--- src/rtl/mips_mem_pkg.sv ---
// Shared types, size encodings and store-formatting helpers for the MEM stage.
package mips_mem_pkg;

   typedef enum logic [1:0] {
      IDLE = 2'b00,
      BUSY = 2'b01,
      DONE = 2'b10
   } mem_state_t;

   localparam logic [1:0] SIZE_BYTE     = 2'b00;
   localparam logic [1:0] SIZE_HALF     = 2'b01;
   localparam logic [1:0] SIZE_WORD     = 2'b10;
   localparam logic [1:0] SIZE_WORD_ALT = 2'b11;

   localparam int unsigned TIMEOUT_DEFAULT = 255;

   // Half needs addr[0]==0, word (and the 11 alias) needs addr[1:0]==0.
   function automatic logic is_misaligned(input logic [1:0] size, input logic [1:0] lane);
      case (size)
         SIZE_BYTE: return 1'b0;
         SIZE_HALF: return lane[0];
         default:   return |lane;
      endcase
   endfunction

   // Replicate right-justified store data onto every lane of the bus word.
   function automatic logic [31:0] store_wdata(input logic [1:0] size, input logic [31:0] data);
      case (size)
         SIZE_BYTE: return {4{data[7:0]}};
         SIZE_HALF: return {2{data[15:0]}};
         default:   return data;
      endcase
   endfunction

   // Little-endian byte enables for the addressed lane(s).
   function automatic logic [3:0] store_be(input logic [1:0] size, input logic [1:0] lane);
      case (size)
         SIZE_BYTE: return 4'b0001 << lane;
         SIZE_HALF: return 4'b0011 << {lane[1], 1'b0};
         default:   return 4'b1111;
      endcase
   endfunction

endpackage

--- src/rtl/mem_access_stage_if.sv ---
// Data-memory bus between the MEM stage (master) and the memory (slave).
interface mem_access_stage_if;
   logic        dmem_req;
   logic        dmem_we;
   logic [31:0] dmem_addr;
   logic [31:0] dmem_wdata;
   logic [3:0]  dmem_be;
   logic        dmem_ack;
   logic [31:0] dmem_rdata;

   modport master (
      output dmem_req, dmem_we, dmem_addr, dmem_wdata, dmem_be,
      input  dmem_ack, dmem_rdata
   );

   modport slave (
      input  dmem_req, dmem_we, dmem_addr, dmem_wdata, dmem_be,
      output dmem_ack, dmem_rdata
   );
endinterface

--- src/rtl/mem_load_align.sv ---
// Selects the addressed lane of a read word and sign/zero-extends it.
module mem_load_align
   import mips_mem_pkg::*;
(
   input  logic [31:0] rdata,
   input  logic [1:0]  addr_lo,
   input  logic [1:0]  size,
   input  logic        is_signed,
   output logic [31:0] result
);

   logic [7:0]  byte_sel;
   logic [15:0] half_sel;

   // Lane pick followed by extension according to access size.
   always_comb begin
      case (addr_lo)
         2'b00:   byte_sel = rdata[7:0];
         2'b01:   byte_sel = rdata[15:8];
         2'b10:   byte_sel = rdata[23:16];
         default: byte_sel = rdata[31:24];
      endcase
      half_sel = addr_lo[1] ? rdata[31:16] : rdata[15:0];
      case (size)
         SIZE_BYTE: result = {{24{is_signed & byte_sel[7]}}, byte_sel};
         SIZE_HALF: result = {{16{is_signed & half_sel[15]}}, half_sel};
         default:   result = rdata;
      endcase
   end

endmodule

--- src/rtl/mem_access_stage.sv ---
// MEM pipeline stage: issues data-memory requests, stalls the pipeline while
// waiting, formats load data and flags misaligned or timed-out accesses.
module mem_access_stage
   import mips_mem_pkg::*;
#(
   parameter int unsigned TIMEOUT = TIMEOUT_DEFAULT
) (
   input  logic                clk,
   input  logic                reset,
   input  logic                MemReadM,
   input  logic                MemWriteM,
   input  logic [1:0]          MemSizeM,
   input  logic                MemSignedM,
   input  logic [31:0]         ALUOutM,
   input  logic [31:0]         WriteDataM,
   output logic [31:0]         MemOutM,
   output logic                StallM,
   output logic                AlignErrM,
   output logic                BusErrM,
   mem_access_stage_if.master  dmem
);

   localparam int unsigned CW = ($clog2(TIMEOUT + 1) > 8) ? $clog2(TIMEOUT + 1) : 8;
   localparam logic [CW-1:0] CNT_LAST = (TIMEOUT == 0) ? '0 : CW'(TIMEOUT - 1);

   mem_state_t  state;
   logic [CW-1:0] cnt;
   logic [1:0]  lane_q;
   logic [1:0]  size_q;
   logic        signed_q;
   logic        access;
   logic        misaligned;
   logic [31:0] load_data;

   assign access     = MemReadM | MemWriteM;
   assign misaligned = is_misaligned(MemSizeM, ALUOutM[1:0]);

   mem_load_align u_align (
      .rdata     (dmem.dmem_rdata),
      .addr_lo   (lane_q),
      .size      (size_q),
      .is_signed (signed_q),
      .result    (load_data)
   );

   // Stall while an access waits in IDLE or is outstanding; never during reset.
   always_comb begin
      StallM = 1'b0;
      if (!reset)
         StallM = ((state == IDLE) && access) || (state == BUSY);
   end

   // Access FSM with registered bus outputs, load result and error pulses.
   always_ff @(posedge clk or posedge reset) begin
      if (reset) begin
         state           <= IDLE;
         cnt             <= '0;
         MemOutM         <= '0;
         AlignErrM       <= 1'b0;
         BusErrM         <= 1'b0;
         lane_q          <= '0;
         size_q          <= '0;
         signed_q        <= 1'b0;
         dmem.dmem_req   <= 1'b0;
         dmem.dmem_we    <= 1'b0;
         dmem.dmem_addr  <= '0;
         dmem.dmem_wdata <= '0;
         dmem.dmem_be    <= '0;
      end else begin
         AlignErrM <= 1'b0;
         BusErrM   <= 1'b0;
         case (state)
            IDLE: begin
               if (access) begin
                  if (misaligned) begin
                     state     <= DONE;
                     AlignErrM <= 1'b1;
                  end else begin
                     state           <= BUSY;
                     cnt             <= '0;
                     lane_q          <= ALUOutM[1:0];
                     size_q          <= MemSizeM;
                     signed_q        <= MemSignedM;
                     dmem.dmem_req   <= 1'b1;
                     dmem.dmem_we    <= MemWriteM;
                     dmem.dmem_addr  <= {ALUOutM[31:2], 2'b00};
                     dmem.dmem_wdata <= store_wdata(MemSizeM, WriteDataM);
                     dmem.dmem_be    <= store_be(MemSizeM, ALUOutM[1:0]);
                  end
               end
            end
            BUSY: begin
               // An ack in the final allowed cycle takes priority over the timeout.
               if (dmem.dmem_ack) begin
                  state         <= DONE;
                  dmem.dmem_req <= 1'b0;
                  if (!dmem.dmem_we)
                     MemOutM <= load_data;
               end else if (cnt == CNT_LAST) begin
                  state         <= DONE;
                  dmem.dmem_req <= 1'b0;
                  BusErrM       <= 1'b1;
                  MemOutM       <= '0;
                  cnt           <= cnt + 1'b1;
               end else begin
                  cnt <= cnt + 1'b1;
               end
            end
            DONE:    state <= IDLE;
            default: state <= IDLE;
         endcase
      end
   end

endmodule

--- src/flat_wrapper.sv ---
// flat-port wrapper written by rule: the top's interface ports become plain ports
module mem_access_stage_flat import mips_mem_pkg::*;
#(
   parameter int unsigned TIMEOUT = TIMEOUT_DEFAULT
)
  (clk, reset, MemReadM, MemWriteM, MemSizeM, MemSignedM, ALUOutM, WriteDataM, MemOutM, StallM, AlignErrM, BusErrM, dmem_dmem_req, dmem_dmem_we, dmem_dmem_addr, dmem_dmem_wdata, dmem_dmem_be, dmem_dmem_ack, dmem_dmem_rdata);
  mem_access_stage_if dmem_i ();
  input  logic clk;
  input  logic reset;
  input  logic MemReadM;
  input  logic MemWriteM;
  input  logic [1:0] MemSizeM;
  input  logic MemSignedM;
  input  logic [31:0] ALUOutM;
  input  logic [31:0] WriteDataM;
  output logic [31:0] MemOutM;
  output logic StallM;
  output logic AlignErrM;
  output logic BusErrM;
  output wire logic [$bits(dmem_i.dmem_req)-1:0] dmem_dmem_req;
  output wire logic [$bits(dmem_i.dmem_we)-1:0] dmem_dmem_we;
  output wire logic [$bits(dmem_i.dmem_addr)-1:0] dmem_dmem_addr;
  output wire logic [$bits(dmem_i.dmem_wdata)-1:0] dmem_dmem_wdata;
  output wire logic [$bits(dmem_i.dmem_be)-1:0] dmem_dmem_be;
  input wire logic [$bits(dmem_i.dmem_ack)-1:0] dmem_dmem_ack;
  input wire logic [$bits(dmem_i.dmem_rdata)-1:0] dmem_dmem_rdata;
  assign dmem_dmem_req = dmem_i.dmem_req;
  assign dmem_dmem_we = dmem_i.dmem_we;
  assign dmem_dmem_addr = dmem_i.dmem_addr;
  assign dmem_dmem_wdata = dmem_i.dmem_wdata;
  assign dmem_dmem_be = dmem_i.dmem_be;
  assign dmem_i.dmem_ack = dmem_dmem_ack;
  assign dmem_i.dmem_rdata = dmem_dmem_rdata;
  mem_access_stage #(.TIMEOUT(TIMEOUT)) u_core (.clk(clk), .reset(reset), .MemReadM(MemReadM), .MemWriteM(MemWriteM), .MemSizeM(MemSizeM), .MemSignedM(MemSignedM), .ALUOutM(ALUOutM), .WriteDataM(WriteDataM), .MemOutM(MemOutM), .StallM(StallM), .AlignErrM(AlignErrM), .BusErrM(BusErrM), .dmem(dmem_i));
endmodule
--- config.mk ---
export PLATFORM = sky130hd
export DESIGN_NAME = mem_access_stage_flat
export DESIGN_NICKNAME = d
export VERILOG_FILES = /design/src/rtl/mips_mem_pkg.sv /design/src/rtl/mem_access_stage_if.sv /design/src/rtl/mem_load_align.sv /design/src/rtl/mem_access_stage.sv /design/src/flat_wrapper.sv
export SDC_FILE = /design/constraint.sdc
export NUM_CORES = 1
export LEC_CHECK = 0
export CAP_MARGIN = 0
export CORE_ASPECT_RATIO = 0.5
export CORE_MARGIN = 8
export CORE_UTILIZATION = 41
export CTS_BUF_LIST = sky130_fd_sc_hd__clkbuf_8
export DETAILED_ROUTE_END_ITERATION = 7
export PLACE_DENSITY = 0.75
export SYNTH_ARGS = -nofsm -noshare
export SYNTH_HDL_FRONTEND = slang
export SYNTH_SLANG_ARGS = --single-unit
--- constraint.sdc ---
create_clock -name clk -period 9.1 [get_ports clk]
set_input_delay 0.91 -clock clk [delete_from_list [all_inputs] [get_ports clk]]
set_output_delay 0.91 -clock clk [all_outputs]
set_load 0.005 [all_outputs]
==> flow_summary.toml <==
[detailed_routing]
wl_per_cell_um = 19.9
drc = 0
vias = 4360
totalWireLength_um = 16400
avgViaCountPerCell = 5.27
drt-pass1-iter-count = 4
ant_nets = 0
drtIter0Drc = 259

[synthesis]
ys_seq_area_share_pct = 54.3
yosysTopAreaCell = "dfrtp_1"
synth_top_cell_area_share_pct = 54.3
synth_cell_type_count = 50
synthFlopType = "dfrtp_1"
avgSynthCellArea_sq_um = 12.0
async_reset_ff_share_pct = 100
synth.top_cells.by_area = "dfrtp_1 (54%), mux2_2 (9.6%), mux2i_1 (6.9%), a221o_1 (3.2%), a32o_1 (2.6%)"
synth-seq-cells = 117
synth_edf_count = 0
syn_inst = 449
ys_warn_count = 0
syn_area_sq_um = 5400

[die]
design.die.area_sq_um = 17300
core_sq_um = 12800
io_pins = 209
dieHeight_um = 97.1
rows = 29
start_util_pct = 42.3
die_w_um = 178

[placement]
place_hpwl_um = 11900
port_buffers = 206
gp_congestion = 0.790
numPlacedInstances = 796

[clock_tree]
post_cts_resized = 0
tritoncts = "built"
clk_path_buf_depth = 2
clock-sinks = 117
clkTransAtPathRegs_ns = 0.07
hold_buffers = 0
insertion_delay_ns = 0.43
clockRootBuffer = "clkbuf_8"
cts.htree.levels = 4
cts_setup_buffers = 0
numCtsBuffers = 17

[timing]
max-slew-margin-rel_pct = 29.4
setup_tns_ns = 0
setup_violations = 0
post-route-period-util_pct = 38.3
tightestPinTransition_ns = 1.06
fin_skew_ns = 0.0128
grt_setup_unrepaired = "false"
fmax_mhz = 287
fin_hold_ws_ns = 0.487
final.min_clock_period_ns = 3.49
finalMaxSlewViolations = 0
hold_viol = 0

[finish]
nets = 751
drive_gt1_share_pct = 13.7
final_util_pct = 62.2
synthToLayoutAreaGrowth_pct = 47.1
antenna_cells = 0
mostFrequentLayoutCells = "clkdlybuf4s50_1 (206), dfrtp_1 (117), mux2_2 (46)"
stdcell_count = 828
final_common_cell = "clkdlybuf4s50_1"

[power]
switching_share_pct = 31.3
p_clk_share_pct = 20.5
ir_worst_vdd_mv = 0.159
p_sw_mw = 0.778
power_frac_comb_pct = 42.1
cellPowerDensity_nw_per_um2 = 314
power_frac_seq_pct = 37.5
power_mw = 2.49
internal_power_mw = 1.71
leakagePower_nw = 3.36

[grt]
grt_antenna_before_repair = 0
grt_max_degree = 73
gr-total-overflow = 0
grt_pass1_wl_um = 26100
grt_util_all_layers_pct = 18.9
grt_pass1_vias = 4627

[setup_path]
critical_path_arrival_ns = 3.79
crit_path_end_kind = "flip-flop"
crit_required_ns = 9.41
worstPathMaxFanout = 48
worstSetupStartpointType = "input port"
crit_type = "in -> reg"

[hold_path]
hold_class = "reg -> reg"

[flow_run]
drv_cap = 0

[outcome]
outcome = "finished, final reports clean"
synth_stat cells (2+ instances only):
cell / instances
buf_6: 4
buf_1: 5
xnor2_1: 2
nor3_1: 7
inv_1: 6
a32o_1: 14
a22o_1: 4
nand2_1: 30
buf_2: 7
buf_4: 10
mux2i_1: 37
a21o_1: 3
o22ai_1: 2
a31oi_1: 3
clkbuf_1: 9
a21oi_1: 19
nor2_1: 26
xor2_1: 4
ha_1: 2
or3_1: 4
and2_1: 3
mux2_2: 46
and3_1: 2
dfrtp_1: 117
o21ai_0: 23
mux2_1: 3
nand4_1: 3
nand2b_1: 8
nand3_1: 5
nor2b_1: 4
a221o_1: 17
mux4_2: 2
layer usage:
metal,vias to the layer above,track usage (%),routed length (um)
met5,-,0,0
met4,0,5.24,183
met3,19,5.24,1020
met2,130,33.5,8710
met1,2181,22.1,6530
li1,2030,-,-
registers in the layout, summed over array words and instances (netlist names):
signal                  flops
u_core.MemOutM             32
u_core.dmem.dmem_wdata     32
u_core.dmem.dmem_addr      30
u_core.cnt                  8
u_core.dmem.dmem_be         4
u_core.lane_q               2
u_core.size_q               2
u_core.state                2
u_core.AlignErrM            1
u_core.BusErrM              1
u_core.dmem.dmem_req        1
u_core.dmem.dmem_we         1
u_core.signed_q             1
kinds of logic (layout without fill, tap and decap cells):
kind of cell / after synthesis / in the layout / synth area share, %
simple gates: 101 / 101 / 9.23
fa+ha+maj: 2 / 2 / 0.464
buf+inv: 41 / 249 / 4.27
compound gates: 93 / 93 / 12.8
mux: 88 / 88 / 17.9
flops: 117 / 117 / 54.3
xor+xnor: 6 / 6 / 0.974
other cells: 1 / 2 / 0.0695
power by group through the flow:
stage	clock [mW]	sequential, mW	combinational [mW]
final	0.509	0.933	1.05
after floorplan	0	0.916	0.447
after global placement	0	0.927	1.04
after global routing	0.544	0.971	1.13
after detailed placement	0	0.938	1.06
after CTS	0.521	0.933	1.07
critical path, cell delays in order:
cell and delay, ns:
clkdlybuf4s50_1 0.83, or2_1 0.66, a2111oi_4 0.45, buf_4 0.52, mux2_2 0.40
final cells by class:
| cell class | count | area (sq um) |
|---|---|---|
| tap | 170 | 213 |
| inverter | 6 | 25.0 |
| sequential | 117 | 2930 |
| fill | 1030 | 4830 |
| timing repair buffer | 211 | 2100 |
| clock inverter | 13 | 156 |
| clock buffer | 19 | 262 |
| multi-input combinational | 292 | 2260 |
through the flow:
step	setup WS, ns	instance area (sq um)
2_1_floorplan	5.09	5400
3_3_place_gp	5.27	7520
3_5_place_dp	5.22	7520
4_1_cts	5.66	7940
5_1_grt	5.52	7940
6_report	5.61	7940
worst paths after layout:
| check | start | end | slack [ns] | cells past startpoint |
|---|---|---|---|---|
| worst max-delay path | MemSizeM[0] | u_core.dmem.dmem_addr[18] | 5.61 | 5 |
| worst min-delay path | u_core.dmem.dmem_req | u_core.dmem.dmem_req | 0.49 | 1 |
| worst max register to register | u_core.state[1] | u_core.MemOutM[16] | 6.56 | 3 |
| worst min register to register | u_core.dmem.dmem_req | u_core.dmem.dmem_req | 0.49 | 1 |
| max in group asynchronous | reset | u_core.MemOutM[0] | 6.85 | 3 |
| min in group asynchronous | reset | u_core.dmem.dmem_wdata[20] | 0.93 | 2 |
Power figures use the tool's default switching activity.
